==> src/rtl/fetch_ctrl.sv <==
// Instruction-fetch sequencer: owns the PC, runs the imem request handshake and
// hands words to decode. Define FETCH_CTRL_DELAY_SLOT_EN to deliver delay slots.
module fetch_ctrl #(
    parameter logic [31:0] RESET_PC = 32'h0000_3000
) (
    input  logic        clk,
    input  logic        rst,
    output logic        imem_req,
    output logic [31:0] imem_addr,
    input  logic        imem_ack,
    input  logic [31:0] imem_rdata,
    output logic        instr_valid,
    output logic [31:0] instr,
    output logic [31:0] instr_pc,
    input  logic        instr_ready,
    input  logic        br_valid,
    input  logic        br_taken,
    input  logic [31:0] br_pc,
    input  logic [15:0] br_imm16,
    input  logic        j_valid,
    input  logic [25:0] j_imm26,
    output logic [31:0] npc_pc,
    output logic [15:0] npc_imm16,
    output logic [25:0] npc_imm26,
    output logic [1:0]  npc_op,
    input  logic [31:0] npc_in
);

`ifdef FETCH_CTRL_DELAY_SLOT_EN
    localparam bit DS = 1'b1;
`else
    localparam bit DS = 1'b0;
`endif

    typedef enum logic [1:0] {IDLE, FETCH, HOLD} state_t;

    state_t      state, state_nx;
    logic [31:0] pc, pc_nx;
    logic [31:0] instr_nx, instr_pc_nx;
    logic [31:0] redir_tgt, tgt_nx;
    logic        redir_pend, pend_nx;
    logic        redir, xfer;

    assign redir     = j_valid | (br_valid & br_taken);
    assign xfer      = (state == HOLD) & instr_ready;
    assign imem_addr = pc;

    always_comb begin
        state_nx    = state;
        pc_nx       = pc;
        instr_nx    = instr;
        instr_pc_nx = instr_pc;
        pend_nx     = redir_pend;
        tgt_nx      = redir_tgt;
        imem_req    = 1'b0;
        instr_valid = 1'b0;
        npc_imm16   = br_imm16;
        npc_imm26   = j_imm26;
        npc_pc      = pc;
        npc_op      = 2'b00;

        // Redirects always compute their target off the branch address
        if (redir) begin
            npc_pc  = br_pc;
            npc_op  = j_valid ? 2'b10 : 2'b01;
            pend_nx = 1'b1;
            tgt_nx  = npc_in;
        end

        case (state)
            IDLE: state_nx = FETCH;
            FETCH: begin
                imem_req = 1'b1;
                if (imem_ack) begin
                    if (!DS && (redir_pend || redir)) begin
                        // Killed fetch: drop the word and restart at the newest target
                        pc_nx   = redir ? npc_in : redir_tgt;
                        pend_nx = 1'b0;
                    end else begin
                        instr_nx    = imem_rdata;
                        instr_pc_nx = pc;
                        state_nx    = HOLD;
                    end
                end
            end
            HOLD: begin
                instr_valid = 1'b1;
                if (xfer) begin
                    state_nx = FETCH;
                    pend_nx  = 1'b0;
                    pc_nx    = (redir_pend && !redir) ? redir_tgt : npc_in;
                end else if (redir && !DS) begin
                    state_nx = FETCH;
                    pc_nx    = npc_in;
                    pend_nx  = 1'b0;
                end
            end
            default: state_nx = IDLE;
        endcase
    end

    always_ff @(posedge clk) begin
        if (rst) begin
            state      <= IDLE;
            pc         <= RESET_PC;
            instr      <= 32'h0;
            instr_pc   <= 32'h0;
            redir_pend <= 1'b0;
            redir_tgt  <= 32'h0;
        end else begin
            state      <= state_nx;
            pc         <= pc_nx;
            instr      <= instr_nx;
            instr_pc   <= instr_pc_nx;
            redir_pend <= pend_nx;
            redir_tgt  <= tgt_nx;
        end
    end

endmodule

==> config.mk <==
export PLATFORM = sky130hd
export DESIGN_NAME = fetch_ctrl
export DESIGN_NICKNAME = d
export VERILOG_FILES = /design/src/rtl/fetch_ctrl.sv
export SDC_FILE = /design/constraint.sdc
export NUM_CORES = 1
export LEC_CHECK = 0
export CELL_PAD_IN_SITES_DETAIL_PLACEMENT = 1
export CELL_PAD_IN_SITES_GLOBAL_PLACEMENT = 2
export CORE_MARGIN = 2
export CORE_UTILIZATION = 22
export CTS_BUF_LIST = sky130_fd_sc_hd__clkbuf_16
export DETAILED_ROUTE_END_ITERATION = 10
export HOLD_SLACK_MARGIN = 0.06
export PLACE_DENSITY = 0.85
export SYNTH_ARGS = -nofsm -noshare
export SYNTH_HDL_FRONTEND = slang
export SYNTH_SLANG_ARGS = --single-unit
export TNS_END_PERCENT = 30
==> constraint.sdc <==
create_clock -name clk -period 2.7 [get_ports clk]
set_clock_uncertainty 0.1 [all_clocks]
set_input_delay 0.675 -clock clk [delete_from_list [all_inputs] [get_ports clk]]
set_output_delay 0.675 -clock clk [all_outputs]
set_load 0.05 [all_outputs]
==> reports/metrics.yaml <==
clock_tree_sinks: 131
most-common-layout-cells: "sky130_fd_sc_hd__nand2_1 (291), sky130_fd_sc_hd__clkdlybuf4s50_1 (194), sky130_fd_sc_hd__dfxtp_1 (131)"
cts.clk_slew.worst_paths_ns: 0.06
grt_util_all_layers: 0.1555
area_delta_synth_final_pct: 60.48
synth_fp_nets: 893
core.rowCount: 59
yosys_most_used_dff: "sky130_fd_sc_hd__dfxtp_1"
placed_cell_area_mm2: 0.008830
routed-via-count: 5762
slew_headroom: 0.6128
design.die.area_mm2: 0.02809
synth_top_cell_area_share: 0.4453
synth_cell_types: 26
hp-class: "flip-flop to flip-flop"
grt_pass1_vias: 6117
port-buffer-count: 234
synth_top_cells_by_area: "sky130_fd_sc_hd__dfxtp_1 (45%), sky130_fd_sc_hd__nand2_1 (19%), sky130_fd_sc_hd__a21oi_1 (11%)"
final_max_slew_viol_count: 0
final_min_period_over_clock_period: 0.9722
dr.first_iter.drc_count: 254
globalRoute.totalOverflow: 0
routed_via_density: 4.477
cp.arrival_ns: 1.85
cap_violations: 0
final_hold_viol_count: 0
die_height_um: 167.6
final.min_clock_period_ns: 2.625
vdd_ir_drop_max_uv: 346.4
outcome: "complete, no violations"
drt_first_pass_iters: 4
wl_um: 21560
timing_worst_slew_pin_value_ns: 0.5790
number_of_warnings_reported_in_the_yosys_synthesis_log: 0
power.density_mw_per_mm2: 698.6
route.detailed.wl_per_inst_um: 16.75
critPathCaptureType: "output pin"
rsz0062_at_grt: "no"
design.final.nets: 1086
drt.antenna.violating_nets: 0
post_synth_inst_count: 745
clk_latency_ns: 0.42
clock_tree_from_tritoncts: "yes"
worstPathMaxFanout: 24
synth_area_leader_cell: "sky130_fd_sc_hd__dfxtp_1"
gpl_wtd_cong: 0.7289
post-route-util: 0.3607
pin_count: 319
tritoncts.num_buffers: 17
syn_area_per_cell_um2: 7.905
cp.required_ns: 1.92
drc: 0
synth-seq-cells: 131
post-dp-hpwl_um: 15470
power_leakage_nw: 3.559
htree_levels: 4
maximum_number_of_pins_on_one_net_before_global_route_repair: 48
seq_area_frac_synth: 0.4453
cts-hold-fix-buffers: 0
ctsLongestPathBuffers: 2
finalSetupViolations: 0
async_reset_ff_frac: 0
post_route_cells_drive_above_1_share: 0.1504
antenna_found_initial: 1
final_design_area_no_fill_mm2: 0.009452
initial_core_util: 0.2247
synth_enable_flop_cells: 0
element_type_at_the_critical_path_start: "input pin"
cts-root-buf: "sky130_fd_sc_hd__clkbuf_16"
coreArea_mm2: 0.02621
grt_pass1_wl_um: 34320
die_width_um: 167.6
max_freq_mhz: 381.0
path_class: "input pin to output pin"
mostFrequentLayoutCell: "sky130_fd_sc_hd__nand2_1"
syn-cell-area_mm2: 0.005889
layout.filler_cells: 3028
## power by group
group / leakage [nW] / switching [mW] / internal, mW
Sequential: 1.07 / 0.157 / 2.08
Combinational: 2.21 / 1.20 / 0.826
Clock: 0.284 / 1.02 / 1.31
Total: 3.56 / 2.38 / 4.22
## timing repair
action	in CTS	in global routing
endpoints found under the setup margin	34	1
cloned	0	0
setup buffers	1	0
pin swaps	2	0
resized for setup	9	1
## per-layer routing
metal / track usage / vias to the layer above / wire length [um]
met1: 0.1962 / 2773 / 9932
met4: 0.03629 / 0 / 264
li1: - / 2800 / -
met5: 0 / - / 0
met2: 0.2571 / 170 / 10080
met3: 0.05200 / 19 / 1281
## cells by family after synthesis
kind of cell / after synthesis / share of synthesized area
buffers and inverters: 103 / 0.1071
muxes: 30 / 0.05099
adders and majority gates: 3 / 0.006374
AOI/OAI and AO/OA: 175 / 0.1914
and+or+nand+nor: 303 / 0.1989
DFF: 131 / 0.4453
## worst max-delay path: stages
cell                            delay [ns]
sky130_fd_sc_hd__dlygate4sd2_1        0.31
sky130_fd_sc_hd__a21oi_4              0.19
sky130_fd_sc_hd__buf_12               0.14
sky130_fd_sc_hd__buf_12               0.17
sky130_fd_sc_hd__nand2_1              0.08
sky130_fd_sc_hd__nand2_1              0.12
sky130_fd_sc_hd__buf_12               0.14
## synthesized netlist by cell type (all sizes together), types with 3 or more instances
master / number
clkbuf: 27
ha: 3
a21oi: 132
nand2: 292
nand2b: 3
dfxtp: 131
inv: 4
mux2i: 30
o21ai: 4
a211oi: 34
buf: 72
## final timing paths
check	startpoint	end	slack (ns)	cells after the start
max	br_taken	npc_pc[14]	0.08	7
min	instr_pc[2]	instr_pc[2]	0.35	2
max reg2reg	state[1]	instr[12]	0.73	7
min reg2reg	instr_pc[2]	instr_pc[2]	0.35	2
## state kept, by name (all words and copies together), names as in the netlist
name        flops
instr          32
imem_addr      32
redir_tgt      32
instr_pc       32
state           2
redir_pend      1
## through the flow
stage | setup WS, ns | setup TNS [ns] | hold slack [ns] | total power, mW | cells
6_report | 0.07507 | 0 | 0.3522 | 6.603 | 1287
3_5_place_dp | -0.1711 | -8.375 | 0.3455 | 4.325 | 1253
2_1_floorplan | 0.07693 | 0 | 0.3315 | 3.544 | 745
5_1_grt | 0.002181 | 0 | 0.3678 | 6.929 | 1287
3_3_place_gp | -0.1499 | -7.373 | 0.3378 | 4.306 | 1253
4_1_cts | 0.07766 | 0 | 0.3548 | 6.720 | 1286
## layout make-up
| class | instances | area, um^2 | area share |
|---|---|---|---|
| Antenna cell | 1 | 2.502 | 0.0002648 |
| Multi-Input combinational cell | 511 | 2679 | 0.2834 |
| Sequential cell | 131 | 2623 | 0.2775 |
| Timing Repair Buffer | 273 | 3128 | 0.3310 |
| Clock buffer | 17 | 425.4 | 0.04501 |
| Tap cell | 335 | 419.2 | 0.04435 |
| Clock inverter | 15 | 160.2 | 0.01694 |
| Inverter | 4 | 15.01 | 0.001589 |
No activity file was read; power rests on OpenSTA's default activity.
